## src/rtl/mem_stage_ctrl_if.sv

```systemverilog
// Data-memory request/ack bus between the MEM-stage controller and a
// variable-latency data memory.
interface mem_stage_ctrl_if;
  logic        req;
  logic        we;
  logic [31:0] addr;
  logic [31:0] wdata;
  logic        ack;
  logic [31:0] rdata;

  // Controller side: issues requests, receives completion.
  modport master (
    output req, we, addr, wdata,
    input  ack, rdata
  );

  // Memory side.
  modport slave (
    input  req, we, addr, wdata,
    output ack, rdata
  );
endinterface

```

## src/rtl/mem_stage_ctrl.sv

```systemverilog
// MEM-stage controller: turns EX/MEM load/store fields into a request/ack
// access on the data memory, stalls upstream while an access is outstanding,
// aborts on timeout, and holds the MEM/WB pipeline register.
module mem_stage_ctrl #(
  parameter int unsigned TIMEOUT = 255  // 1..255 cycles in BUSY before abort
) (
  input  logic              clk,
  input  logic              rst,
  input  logic              ex_reg_write,
  input  logic              ex_mem_to_reg,
  input  logic              ex_mem_read,
  input  logic              ex_mem_write,
  input  logic [31:0]       ex_alu_result,
  input  logic [31:0]       ex_store_data,
  input  logic [4:0]        ex_dest_reg,
  mem_stage_ctrl_if.master  dmem,
  output logic              mem_stall,
  output logic              wb_reg_write,
  output logic              wb_mem_to_reg,
  output logic [31:0]       wb_read_data,
  output logic [31:0]       wb_alu_result,
  output logic [4:0]        wb_dest_reg,
  output logic              misalign_err,
  output logic              timeout_err
);

  localparam logic [7:0] LastCount = 8'(TIMEOUT - 1);

  typedef enum logic {StIdle, StBusy} state_e;

  state_e      state_q, state_d;
  logic [7:0]  count_q;
  logic        req_q, we_q;
  logic [31:0] addr_q, wdata_q;

  logic access, aligned, start, misalign, done, abort;

  assign access   = ex_mem_read | ex_mem_write;
  assign aligned  = (ex_alu_result[1:0] == 2'b00);
  assign start    = (state_q == StIdle) & access & aligned;
  assign misalign = (state_q == StIdle) & access & ~aligned;
  assign done     = (state_q == StBusy) & dmem.ack;
  assign abort    = (state_q == StBusy) & ~dmem.ack & (count_q == LastCount);

  assign dmem.req   = req_q;
  assign dmem.we    = we_q;
  assign dmem.addr  = addr_q;
  assign dmem.wdata = wdata_q;

  // State register.
  always_ff @(posedge clk or posedge rst) begin
    if (rst) state_q <= StIdle;
    else     state_q <= state_d;
  end

  // Next-state logic.
  always_comb begin
    state_d = state_q;
    unique case (state_q)
      StIdle:  if (start) state_d = StBusy;
      StBusy:  if (done || abort) state_d = StIdle;
      default: state_d = StIdle;
    endcase
  end

  // Stall output; forced low during reset so every output reads 0 in reset.
  always_comb begin
    mem_stall = 1'b0;
    if (!rst) begin
      mem_stall = start |
                  ((state_q == StBusy) & ~dmem.ack & (count_q < LastCount));
    end
  end

  // Memory request registers, timeout counter and the MEM/WB register.
  always_ff @(posedge clk or posedge rst) begin
    if (rst) begin
      count_q       <= '0;
      req_q         <= 1'b0;
      we_q          <= 1'b0;
      addr_q        <= '0;
      wdata_q       <= '0;
      wb_reg_write  <= 1'b0;
      wb_mem_to_reg <= 1'b0;
      wb_read_data  <= '0;
      wb_alu_result <= '0;
      wb_dest_reg   <= '0;
      misalign_err  <= 1'b0;
      timeout_err   <= 1'b0;
    end else begin
      misalign_err <= misalign;
      if (state_q == StIdle) begin
        if (start) begin
          req_q         <= 1'b1;
          we_q          <= ex_mem_write;  // write wins if both are set
          addr_q        <= {ex_alu_result[31:2], 2'b00};
          wdata_q       <= ex_store_data;
          count_q       <= '0;
          wb_reg_write  <= 1'b0;
          wb_mem_to_reg <= 1'b0;
          wb_read_data  <= '0;
          wb_alu_result <= '0;
          wb_dest_reg   <= '0;
        end else begin
          // Plain ALU op or dropped misaligned access.
          wb_reg_write  <= ex_reg_write & ~misalign;
          wb_mem_to_reg <= ex_mem_to_reg;
          wb_read_data  <= '0;
          wb_alu_result <= ex_alu_result;
          wb_dest_reg   <= ex_dest_reg;
        end
      end else begin
        count_q <= count_q + 8'd1;
        if (done || abort) begin
          req_q         <= 1'b0;
          wb_reg_write  <= ex_reg_write & done;
          wb_mem_to_reg <= ex_mem_to_reg;
          wb_read_data  <= (done && !we_q) ? dmem.rdata : 32'd0;
          wb_alu_result <= ex_alu_result;
          wb_dest_reg   <= ex_dest_reg;
          if (abort) timeout_err <= 1'b1;
        end
      end
    end
  end

endmodule

```

## src/flat_wrapper.sv

```systemverilog
// flat-port wrapper written by rule: the top's interface ports become plain ports
module mem_stage_ctrl_flat 
#(
  parameter int unsigned TIMEOUT = 255                                       
)
  (clk, rst, ex_reg_write, ex_mem_to_reg, ex_mem_read, ex_mem_write, ex_alu_result, ex_store_data, ex_dest_reg, mem_stall, wb_reg_write, wb_mem_to_reg, wb_read_data, wb_alu_result, wb_dest_reg, misalign_err, timeout_err, dmem_req, dmem_we, dmem_addr, dmem_wdata, dmem_ack, dmem_rdata);
  mem_stage_ctrl_if dmem_i ();
  input  logic clk;
  input  logic rst;
  input  logic ex_reg_write;
  input  logic ex_mem_to_reg;
  input  logic ex_mem_read;
  input  logic ex_mem_write;
  input  logic [31:0] ex_alu_result;
  input  logic [31:0] ex_store_data;
  input  logic [4:0] ex_dest_reg;
  output logic mem_stall;
  output logic wb_reg_write;
  output logic wb_mem_to_reg;
  output logic [31:0] wb_read_data;
  output logic [31:0] wb_alu_result;
  output logic [4:0] wb_dest_reg;
  output logic misalign_err;
  output logic timeout_err;
  output wire logic [$bits(dmem_i.req)-1:0] dmem_req;
  output wire logic [$bits(dmem_i.we)-1:0] dmem_we;
  output wire logic [$bits(dmem_i.addr)-1:0] dmem_addr;
  output wire logic [$bits(dmem_i.wdata)-1:0] dmem_wdata;
  input wire logic [$bits(dmem_i.ack)-1:0] dmem_ack;
  input wire logic [$bits(dmem_i.rdata)-1:0] dmem_rdata;
  assign dmem_req = dmem_i.req;
  assign dmem_we = dmem_i.we;
  assign dmem_addr = dmem_i.addr;
  assign dmem_wdata = dmem_i.wdata;
  assign dmem_i.ack = dmem_ack;
  assign dmem_i.rdata = dmem_rdata;
  mem_stage_ctrl #(.TIMEOUT(TIMEOUT)) u_core (.clk(clk), .rst(rst), .ex_reg_write(ex_reg_write), .ex_mem_to_reg(ex_mem_to_reg), .ex_mem_read(ex_mem_read), .ex_mem_write(ex_mem_write), .ex_alu_result(ex_alu_result), .ex_store_data(ex_store_data), .ex_dest_reg(ex_dest_reg), .dmem(dmem_i), .mem_stall(mem_stall), .wb_reg_write(wb_reg_write), .wb_mem_to_reg(wb_mem_to_reg), .wb_read_data(wb_read_data), .wb_alu_result(wb_alu_result), .wb_dest_reg(wb_dest_reg), .misalign_err(misalign_err), .timeout_err(timeout_err));
endmodule
```

## config.mk

```make
export PLATFORM = sky130hd
export DESIGN_NAME = mem_stage_ctrl_flat
export DESIGN_NICKNAME = d
export VERILOG_FILES = /design/src/rtl/mem_stage_ctrl_if.sv /design/src/rtl/mem_stage_ctrl.sv /design/src/flat_wrapper.sv
export SDC_FILE = /design/constraint.sdc
export NUM_CORES = 1
export LEC_CHECK = 0
export ABC_CLOCK_PERIOD_IN_PS = 4600
export BUFFER_PORTS_ARGS = -buffer_cell sky130_fd_sc_hd__buf_2
export CORE_MARGIN = 3
export CORE_UTILIZATION = 43
export DETAILED_ROUTE_END_ITERATION = 10
export GPL_TIMING_DRIVEN = 0
export PLACE_DENSITY = 0.76
export RECOVER_POWER = 100
export SETUP_SLACK_MARGIN = 0.15
export SYNTH_ARGS = -nofsm -noshare
export SYNTH_HDL_FRONTEND = slang
export SYNTH_SLANG_ARGS = --single-unit
```

## constraint.sdc

```tcl
create_clock -name clk -period 4.6 [get_ports clk]
set_clock_uncertainty 0.1 [all_clocks]
set_input_delay 0.69 -clock clk [delete_from_list [all_inputs] [get_ports clk]]
set_output_delay 0.69 -clock clk [all_outputs]
set_load 0.005 [all_outputs]
```

== Word-level counts from Yosys, hierarchy flattened ==
Cells that the tools add are included.

* Register bits: 146
* Input bits: 108
* Logic and storage cells: 64

* Add/subtract/negate cells: 1
* $lt $le $gt $ge: 1
* Equal/unequal tests: 2
* Multiplexer cells: 24
* Bitwise gates (word level): 15
* Reduce and logical (&&, ||, !) cells: 8

{| class="wikitable"
|+ Operator list
! operator !! number
|-
| 2-to-1 mux 32 bit || 6
|-
| 2-to-1 mux 8 bit || 2
|-
| 2-to-1 mux 5 bit || 3
|-
| 2-to-1 mux 1 bit || 12
|-
| AND 1 bit || 9
|-
| adder 8 x 1 -> 8 bit, second input constant || 1
|-
| equality test 8 bit, second input constant || 1
|-
| less-than comparator 8 bit, second input constant || 1
|-
| inverter 1 bit || 4
|-
| AND reduction 2 bit || 2
|-
| AND reduction 3 bit || 1
|-
| zero test 2 bit || 1
|-
| != test 2 bit, second input constant || 1
|-
| OR 1 bit || 2
|-
| case mux 1 bit (2 select lines) || 1
|-
| nonzero test 2 bit || 1
|-
| logical AND 1 bit || 1
|-
| zero test 1 bit || 1
|-
| logical OR 1 bit || 1
|}

== Logic depth before layout (Yosys ltp) ==
Gate-level depths: netlist of run 1.

* Depth in word-level cells: 7
* Gate-level depth with buffers: 7
* Gate-level depth less buffers: 5

== Worst setup path after synthesis of run 1 ==
No wires, ideal clock.

* Path kind: input port to output port
* Start point: in dmem_ack
* End point: out mem_stall
* Arrival: 1.523 ns
* Path slack: 2.287 ns
* Stages: 5
* Path through: nor2b_1 clkbuf_1 clkbuf_1 o21ai_0 a21oi_1

* Cells in the longest elaborated chain, start to end: 5

{| class="wikitable"
|+ Ends and longest elaborated chain
! what !! line !! text
|-
| start, declared || flat_wrapper.sv:29 || <nowiki>input wire logic [$bits(dmem_i.ack)-1:0] dmem_ack;</nowiki>
|-
| inverter 1 bit || mem_stage_ctrl.sv:71 || <nowiki>((state_q == StBusy) & ~dmem.ack & (count_q < LastCount));</nowiki>
|-
| AND 1 bit (2 in a row) || mem_stage_ctrl.sv:71 ||
|-
| OR 1 bit || mem_stage_ctrl.sv:70 || <nowiki>mem_stall = start |</nowiki>
|-
| 2-to-1 mux 1 bit || mem_stage_ctrl.sv:69 || <nowiki>if (!rst) begin</nowiki>
|-
| end, declared || flat_wrapper.sv:17 || <nowiki>output logic mem_stall;</nowiki>
|}

No other way between the ends.

==> results of run 1 <==
## layer usage
metal  track usage (%)  wire length, µm  up-vias
met5                 0                0        -
met4              7.28              232        0
met3              5.99             1250       19
met2              35.9             8070      199
met1              25.4             6410     2391
li1                  -                -     2199
## final cells by class
type | instances | area (µm²) | share of cell area [%]
Sequential cell | 146 | 3650 | 46.9
Multi-Input combinational cell | 261 | 2000 | 25.6
Timing Repair Buffer | 248 | 1130 | 14.5
Clock buffer | 21 | 470 | 6.03
Tap cell | 176 | 220 | 2.82
Buffer | 41 | 168 | 2.15
Clock inverter | 11 | 151 | 1.94
Inverter | 2 | 8.76 | 0.112
## power by group
part	internal, mW	switching, mW
clock	0.900	0.524
sequential	1.49	0.126
combinational	0.281	0.286
total	2.67	0.937
## synth_stat cells
cell | n | share of area (%)
a21o_1 | 1 | 0.13
a21oi_1 | 2 | 0.17
a22o_1 | 32 | 4.8
a2bb2oi_1 | 1 | 0.15
buf_2 | 7 | 0.60
buf_4 | 8 | 1.0
buf_6 | 3 | 0.57
clkbuf_1 | 23 | 1.5
conb_1 | 1 | 0.064
dfrtp_1 | 146 | 62
ha_1 | 2 | 0.43
inv_1 | 2 | 0.13
mux2_1 | 4 | 0.77
mux2_2 | 61 | 12
mux2i_1 | 5 | 0.85
nand2_1 | 7 | 0.45
nand3_1 | 4 | 0.34
nand3_2 | 1 | 0.17
nand4_1 | 2 | 0.21
nor2_1 | 5 | 0.32
nor2_4 | 1 | 0.19
nor2b_1 | 2 | 0.21
o211ai_1 | 36 | 4.6
o21a_1 | 1 | 0.13
o21ai_0 | 77 | 6.6
o21ai_1 | 3 | 0.26
o21bai_1 | 1 | 0.13
o21bai_2 | 1 | 0.19
o221ai_1 | 1 | 0.15
o22ai_1 | 1 | 0.11
o31ai_1 | 1 | 0.13
or2_0 | 1 | 0.11
or2_2 | 1 | 0.11
or4_1 | 1 | 0.13
or4b_2 | 1 | 0.17
xor2_1 | 3 | 0.45
## worst max-delay path: stages
cell and delay (ns):
clkbuf_1 0.10, clkinvlp_2 0.53, clkbuf_1 1.77
## cells in the final DEF (no fill, tap or decap), drive strengths merged
cell / netlist / final
o31ai: 1 / 1
o22ai: 1 / 1
conb: 1 / 2
nand2: 7 / 7
o211ai: 36 / 36
a21oi: 2 / 2
dfrtp: 146 / 146
mux2i: 5 / 5
o21bai: 2 / 2
o21a: 1 / 1
o21ai: 80 / 80
mux2: 65 / 65
nand4: 2 / 2
or4b: 1 / 1
o221ai: 1 / 1
nor2: 6 / 6
bufinv: 0 / 3
nand3: 5 / 5
clkbuf: 23 / 156
clkinvlp: 0 / 5
xor2: 3 / 3
or2: 2 / 2
a22o: 32 / 32
inv: 2 / 3
a2bb2oi: 1 / 1
a21o: 1 / 1
buf: 18 / 154
or4: 1 / 1
ha: 2 / 2
clkinv: 0 / 2
nor2b: 2 / 2
## stage by stage
stage                     total power, mW  std cells  instance area, µm²
after floorplan                      1.91        450                5890
after global placement               2.21        871                7330
after detailed placement             2.25        874                7390
after CTS                            3.68        906                8020
after global routing                 3.78        906                7800
final                                3.60        906                7800
## kinds of logic after synthesis
kind of cell,after synthesis
AOI/OAI and AO/OA,158
xor gates and xnor gates,3
and+or+nand+nor,26
adders and majority gates,2
buffers and inverters,43
other,1
DFF,146
muxes,70
## worst paths after layout
kind              depth (start not counted)                            from                              endpoint  slack, ns
setup / recovery                          3                             rst  u_core.wb_alu_result[27]$_DFFE_PP0P_       1.41
hold / removal                            2                             rst   u_core.wb_read_data[27]$_DFFE_PP0P_       0.32
setup reg to reg                          4        u_core.state_q$_DFF_PP0_       u_core.dmem.addr[7]$_DFFE_PP0P_       1.88
hold reg to reg                           1  u_core.timeout_err$_DFFE_PP0P_        u_core.timeout_err$_DFFE_PP0P_       0.36
max in group clk                          6        u_core.state_q$_DFF_PP0_                             mem_stall       1.65
min in group clk                          1  u_core.timeout_err$_DFFE_PP0P_        u_core.timeout_err$_DFFE_PP0P_       0.36
==> impl_metrics.env, run 1 <==
export IMPL_outcome="complete, but fails checks"
export IMPL_violations="capacitance limit, slew limit"
export IMPL_rsz0062_at_grt="no"
export IMPL_clk_pin_slew_ns=0.06
export IMPL_initial_core_util_pct=44.2
export IMPL_drt_iter0_drc=222
export IMPL_maxSlewViolCount=89
export IMPL_fin_crit_sh_pct=69.3
export IMPL_yosysWarnings=0
export IMPL_first_pass_iters=5
export IMPL_worstSetupEndpointType="asynchronous set/reset pin"
export IMPL_clkSinkCount=146
export IMPL_cts_htree_levels=4
export IMPL_viasPerCell=5.31
export IMPL_final_antenna_net_count=0
export IMPL_max_cap_violations=2
export IMPL_ctsHoldBuffers=0
export IMPL_nFillCells=1151
export IMPL_clock_root_buffer="clkbuf_16"
export IMPL_ios=248
export IMPL_power_density_nw_per_um2=462
export IMPL_routedWlPerCell_um=17.6
export IMPL_post_dp_hpwl_um=11800
export IMPL_die_w_um=123
export IMPL_ir_drop_mv=0.328
export IMPL_synth_cells=449
export IMPL_synthSimpleGateAreaFrac_pct=2.40
export IMPL_diodes=0
export IMPL_postSynthAreaPerCell_um2=13.1
export IMPL_drc=0
export IMPL_grt_pass1_vias=4835
export IMPL_fin_nets=827
export IMPL_worst_pin_slew_ns=2.39
export IMPL_insertion_delay_ns=0.41
export IMPL_crit_fanout=46
export IMPL_layout_min_cycle_time_ns=3.19
export IMPL_yosys_register_bits=146
export IMPL_synth_area_um2=5880
export IMPL_wl_um=16000
export IMPL_coreArea_um2=13300
export IMPL_setup_viol=0
export IMPL_grt_max_degree=47
export IMPL_slew_headroom_pct=-59.5
export IMPL_tritoncts="built"
export IMPL_setup_tns_ns=0
export IMPL_place_congestion=0.801
export IMPL_port_buffers=245
export IMPL_grt_antenna_before_repair=0
export IMPL_synth_xor_xnor_area_share_pct=0.447
export IMPL_fin_ws_ns=1.41
export IMPL_post_cts_buffers=0
export IMPL_synth_compound_area_share_pct=17.4
export IMPL_hold_violations=0
export IMPL_place_ws_ns=1.68
export IMPL_overflow=0
export IMPL_num_vias=4808
export IMPL_synth_fa_ha_area_share_pct=0.426
export IMPL_startpoint_type="primary input"
export IMPL_worstPathRequired_ns=4.51
export IMPL_p_leak_nw=3.49
export IMPL_ys_seq_area_share_pct=62.1
export IMPL_muxShareOfSynthArea_pct=13.3
export IMPL_clock_path_buffers=2
export IMPL_cts_buffers=17
export IMPL_layout_drive_gt1_share_pct=33.7
export IMPL_rows=42
export IMPL_synth_cell_types=36
export IMPL_syn2layout_area_growth_pct=32.6
export IMPL_grt_pass1_wl_um=24600
export IMPL_grt_usage_pct=21.0
export IMPL_cts_resized=0
export IMPL_worst_setup_path_type="primary input to asynchronous set/reset pin"
export IMPL_hold_path_class="primary input to asynchronous set/reset pin"
export IMPL_die_h_um=123
export IMPL_arrival_ns=3.10
export IMPL_holdWs_ns=0.316
export IMPL_max_freq_mhz=314
export IMPL_fin_util_pct=58.6
export IMPL_synth_top_family_by_area="compound AO/OA/AOI/OAI gates"
export IMPL_die_area_um2=15100
Power figures use the tool's default switching activity.
==> run 2, diff against run 1 <==
- ABC_AREA: default -> 1
- ABC_CLOCK_PERIOD_IN_PS: 4600 -> 3000
- CORE_UTILIZATION: 43 -> 48
- PLACE_DENSITY: 0.76 -> 0.8
- clock period: 4.6 -> 3 ns (I/O delays scaled with it)
==> impl_metrics.env, run 2 <==
export IMPL_reg2reg_slack_ns=0.62
export IMPL_max_stage_delay_ns=0.36
export IMPL_setup_tns_ns=0
export IMPL_num_vias=5423
export IMPL_p_leak_nw=4.44
export IMPL_holdWs_ns=0.128
export IMPL_insertion_delay_ns=0.42
export IMPL_synthTopCellsByCount="nand2_1 (192), dfrtp_1 (146), nand3_1 (110)"
export IMPL_synth_top_area_share_pct=60.3
export IMPL_crit_fanout=10
export IMPL_critPathCapture="mem_stall"
export IMPL_synth_cells=673
export IMPL_worstPathRequired_ns=2.45
export IMPL_rows=40
export IMPL_place_ws_ns=0.737
export IMPL_clk_pin_slew_ns=0.06
export IMPL_instances_no_fill=1124
export IMPL_grt_pass1_wl_um=26800
export IMPL_cts_resized=0
export IMPL_drc=0
export IMPL_async_flop_share_pct=100
export IMPL_grt_usage_pct=24.0
export IMPL_multiInputGateArea_um2=1830
export IMPL_synth_cell_types=25
export IMPL_synth_top_cell_by_area="dfrtp_1"
export IMPL_layout_drive_gt1_share_pct=24.2
export IMPL_arrival_ns=2.06
export IMPL_final_common_cell="nand2_1"
export IMPL_maxSlewViolCount=0
export IMPL_nFillCells=1083
export IMPL_setup_viol=0
export IMPL_die_h_um=118
export IMPL_postPlaceCellArea_um2=7580
export IMPL_rsz0062_at_grt="no"
export IMPL_synth_area_um2=6060
export IMPL_yosys_top_cells_area="dfrtp_1 (60%), nand2_1 (12%), nand3_1 (9.1%)"
export IMPL_clock_path_buffers=2
export IMPL_fin_crit_sh_pct=87.1
export IMPL_first_pass_iters=7
export IMPL_diodes=0
export IMPL_initial_core_util_pct=49.8
export IMPL_max_freq_mhz=383
export IMPL_dp_cells=1091
export IMPL_cts_buffers=17
export IMPL_grt_max_degree=43
export IMPL_post_dp_hpwl_um=12500
export IMPL_ir_drop_mv=0.398
export IMPL_startpoint_type="flip-flop"
export IMPL_path_cells="buf_4 > inv_4 > nand3_4 > buf_6 > clkbuf_1 > a21oi_1 > clkbuf_2"
export IMPL_crit_start="u_core.state_q$_DFF_PP0_"
export IMPL_slew_headroom_pct=30.2
export IMPL_drt_iter0_drc=303
export IMPL_wl_um=16700
export IMPL_grt_pass1_vias=5294
export IMPL_ios=248
export IMPL_ys_seq_area_share_pct=60.3
export IMPL_syn2layout_area_growth_pct=32.0
export IMPL_cp_top_family="buffers and inverters"
export IMPL_slowest_stage="dfrtp_1"
export IMPL_fin_util_pct=65.8
export IMPL_worst_pin_slew_ns=1.05
export IMPL_worst_setup_path_type="flip-flop to output pin"
export IMPL_place_congestion=0.869
export IMPL_critPathBufInv=5
export IMPL_die_w_um=118
export IMPL_grt_antenna_before_repair=0
export IMPL_fin_ws_ns=0.388
export IMPL_yosys_register_bits=146
export IMPL_seq_area_um2=3650
export IMPL_synth_most_common_cell="nand2_1"
export IMPL_power_density_nw_per_um2=672
export IMPL_synth_edf_count=0
export IMPL_total_power_mw=5.37
export IMPL_clock_root_buffer="clkbuf_16"
export IMPL_layout_min_cycle_time_ns=2.61
export IMPL_port_buffers=245
export IMPL_hold_violations=0
export IMPL_hold_path_class="primary input to flip-flop"
export IMPL_max_cap_violations=0
export IMPL_most_common_layout_cells="nand2_1 (194), buf_2 (181), dfrtp_1 (146), nand3_1 (118), clkbuf_1 (101)"
export IMPL_cp_depth=7
export IMPL_outcome="finished, final reports clean"
export IMPL_worstRegToRegCells=10
export IMPL_coreArea_um2=12200
export IMPL_final_antenna_net_count=0
export IMPL_tritoncts="built"
export IMPL_die_area_um2=14000
export IMPL_yosysWarnings=0
export IMPL_cts_htree_levels=4
export IMPL_final_area_um2=8000
export IMPL_viasPerCell=4.82
export IMPL_routedWlPerCell_um=14.8
export IMPL_postSynthAreaPerCell_um2=9.00
export IMPL_overflow=0
export IMPL_fin_nets=1053
export IMPL_clkSinkCount=146
export IMPL_ys_dominant_reg_cell="dfrtp_1"
export IMPL_worstSetupEndpointType="output pin"
export IMPL_r2r_start="u_core.count_q[0]$_DFFE_PP0P_"
export IMPL_timing_rr_end="u_core.wb_alu_result[16]$_DFFE_PP0P_"
==> run 2: changes by cell type after synthesis, sizes merged, moves of 5 or more <==
cell    previous run  this run
o21ai             80        70
o211ai            36         0
buf               18        28
a22o              32         0
inv                2        77
mux2              65         0
nand3              5       121
mux2i              5         0
clkbuf            23        16
nor2               6        11
nand2              7       196
==> run 2: worst min path at each step <==
stage,startpoint,to,slack [ns],depth (start not counted)
6_report,dmem_rdata[7],u_core.wb_read_data[7]$_DFFE_PP0P_,0.13,3
2_1_floorplan,u_core.timeout_err$_DFFE_PP0P_,u_core.timeout_err$_DFFE_PP0P_,0.36,2
5_1_grt,dmem_rdata[7],u_core.wb_read_data[7]$_DFFE_PP0P_,0.12,3
3_5_place_dp,u_core.timeout_err$_DFFE_PP0P_,u_core.timeout_err$_DFFE_PP0P_,0.35,2
4_1_cts,dmem_rdata[7],u_core.wb_read_data[7]$_DFFE_PP0P_,0.11,3
3_3_place_gp,u_core.timeout_err$_DFFE_PP0P_,u_core.timeout_err$_DFFE_PP0P_,0.35,2
==> run 2: area by class of cell <==
| class | count | share of cell area [%] |
|---|---|---|
| flip-flops and latches | 146 | 45.7 |
| clock buffers | 19 | 5.54 |
| inverters | 77 | 3.66 |
| plain buffers | 44 | 2.72 |
| well taps | 168 | 2.63 |
| multi-input cells | 407 | 22.8 |
| clock inverters | 13 | 2.02 |
| repair buffers | 250 | 14.9 |
==> run 2: logic make-up after synthesis <==
kind of cell    Yosys count  share of synthesized area [%]
flops                   146                           60.3
compound gates           73                           6.03
buf+inv                 121                           8.69
fa+ha+maj                 2                          0.413
other cells               1                         0.0619
simple gates            330                           24.5
==> run 2: tightest hold or removal path, cell delays in order <==
cell and delay (ns):
buf_2 0.07, nand2_1 0.04, nand2_1 0.05
==> run 2: what timing repair did <==
item | CTS | global route
hold endpoints to repair | 16 | 0
buffers inserted | 0 | 0
hold buffers | 1 | 0
==> run 2: power breakdown <==
part	leakage, nW	switching (mW)	internal [mW]
combinational	2.31	0.471	0.348
sequential	1.85	0.161	2.25
clock	0.285	0.820	1.33
==> run 2: per-layer routing <==
layer,GRT usage (%),vias to the layer above,part of all wire (%)
li1,-,2656,-
met1,28.9,2531,41
met2,40.3,204,49
met3,7.37,32,7.0
met4,9.16,0,2.7
met5,0,-,0
==> run 3, diff against run 2 <==
- RECOVER_POWER: 100 -> 50
==> impl_metrics.env, run 3 (synthesized netlist as in run 2, its figures left out) <==
export IMPL_grt_usage_pct=24.0
export IMPL_path_cells="buf_4 > inv_4 > nand3_4 > buf_6 > buf_2 > a21oi_1 > buf_2"
export IMPL_hold_path_class="primary input to flip-flop"
export IMPL_place_congestion=0.869
export IMPL_die_w_um=118
export IMPL_clock_root_buffer="clkbuf_16"
export IMPL_grt_pass1_vias=5294
export IMPL_cts_htree_levels=4
export IMPL_initial_core_util_pct=49.8
export IMPL_first_pass_iters=6
export IMPL_fin_util_pct=66.5
export IMPL_max_cap_violations=0
export IMPL_outcome="finished, final reports clean"
export IMPL_fin_nets=1053
export IMPL_worst_setup_path_type="flip-flop to output pin"
export IMPL_crit_top_cell="buf_2"
export IMPL_final_antenna_net_count=0
export IMPL_insertion_delay_ns=0.41
export IMPL_ir_drop_mv=0.400
export IMPL_power_density_nw_per_um2=667
export IMPL_instances_no_fill=1124
export IMPL_place_ws_ns=0.737
export IMPL_arrival_ns=1.94
export IMPL_rsz0062_at_grt="no"
export IMPL_ios=248
export IMPL_maxSlewViolCount=0
export IMPL_clkSinkCount=146
export IMPL_drc=0
export IMPL_worstPathRequired_ns=2.45
export IMPL_final_common_cell="buf_2"
export IMPL_clk_pin_slew_ns=0.06
export IMPL_port_buffers=245
export IMPL_fin_crit_sh_pct=83.0
export IMPL_dr_wl_met2_um=8230
export IMPL_wl_met3_um=1150
export IMPL_slowest_stage="dfrtp_1"
export IMPL_startpoint_type="flip-flop"
export IMPL_max_stage_delay_ns=0.36
export IMPL_num_vias=5431
export IMPL_post_cts_buffers=0
export IMPL_die_area_um2=14000
export IMPL_slew_headroom_pct=30.1
export IMPL_drt_iter0_drc=327
export IMPL_coreArea_um2=12200
export IMPL_layout_drive_gt1_share_pct=27.6
export IMPL_die_h_um=118
export IMPL_tritoncts="built"
export IMPL_met1Wirelength_um=6870
export IMPL_diodes=0
export IMPL_clock_path_buffers=2
export IMPL_setup_tns_ns=0
export IMPL_most_common_layout_cells="buf_2 (202), nand2_1 (192), dfrtp_1 (146), nand3_1 (110), clkbuf_1 (79)"
export IMPL_syn2layout_area_growth_pct=33.5
export IMPL_overflow=0
export IMPL_cts_resized=0
export IMPL_cts_buffers=17
export IMPL_p_leak_nw=4.54
export IMPL_worstSetupEndpointType="output pin"
export IMPL_crit_fanout=10
export IMPL_max_freq_mhz=402
export IMPL_routedWlPerCell_um=14.9
export IMPL_hold_violations=0
export IMPL_reg2reg_slack_ns=1.25
export IMPL_wl_um=16700
export IMPL_grt_antenna_before_repair=0
export IMPL_grt_pass1_wl_um=26800
export IMPL_setup_viol=0
export IMPL_viasPerCell=4.83
export IMPL_worst_pin_slew_ns=1.05
export IMPL_layout_min_cycle_time_ns=2.49
export IMPL_fin_ws_ns=0.511
export IMPL_post_dp_hpwl_um=12500
export IMPL_grt_max_degree=43
export IMPL_total_power_mw=5.39
export IMPL_dp_cells=1091
export IMPL_rows=40
export IMPL_dr_max_layer_used="met4"
run 3: changes by cell type in the layout (fill, tap and decap cells not counted), sizes merged:
cell / change
buf: +23
clkbuf: -23
run 3: area by class of cell:
cell class	instances	area [µm²]
Multi-Input combinational cell	407	1880
Tap cell	168	210
Clock inverter	13	161
Sequential cell	146	3650
Clock buffer	19	443
Inverter	77	293
Fill cell	1060	4070
Timing Repair Buffer	250	1210
Buffer	44	234
run 3: through the flow:
step                      hold WS [ns]  cell area (µm²)
after floorplan                  0.358             6070
after global placement           0.348             7500
after detailed placement         0.351             7580
after CTS                        0.115             8200
after global routing             0.124             8090
final                            0.131             8090
run 3: path summary, 6_finish.rpt:
kind,startpoint,to,depth (start not counted)
hold / removal,dmem_rdata[7],u_core.wb_read_data[7]$_DFFE_PP0P_,3
setup / recovery,u_core.state_q$_DFF_PP0_,mem_stall,7
setup reg to reg,u_core.state_q$_DFF_PP0_,u_core.wb_read_data[18]$_DFFE_PP0P_,6
hold reg to reg,u_core.timeout_err$_DFFE_PP0P_,u_core.timeout_err$_DFFE_PP0P_,2
max in group asynchronous,rst,u_core.dmem.addr[21]$_DFFE_PP0P_,5
min in group asynchronous,rst,u_core.dmem.wdata[22]$_DFFE_PP0P_,3
run 3: critical path: cells and delay by family, from the launching register on:
kind,cells,cell delay [ns]
compound gates,1,0.18
buf+inv,5,0.82
flops,1,0.36
simple gates,1,0.17
run 3: repair_timing:
action	in CTS	in global routing
endpoints found under the hold margin	16	0
hold buffers	1	0
setup endpoints to repair	0	0
run 3: power breakdown:
part	leakage (nW)	switching (mW)	internal (mW)
Combinational	2.41	0.477	0.359
Clock	0.285	0.821	1.33
Sequential	1.85	0.161	2.25
run 3: per-layer routing:
layer,track usage [%],up-vias
met1,28.9,2544
met3,7.37,34
met4,9.16,0
met5,0,-
met2,40.3,196
li1,-,2657
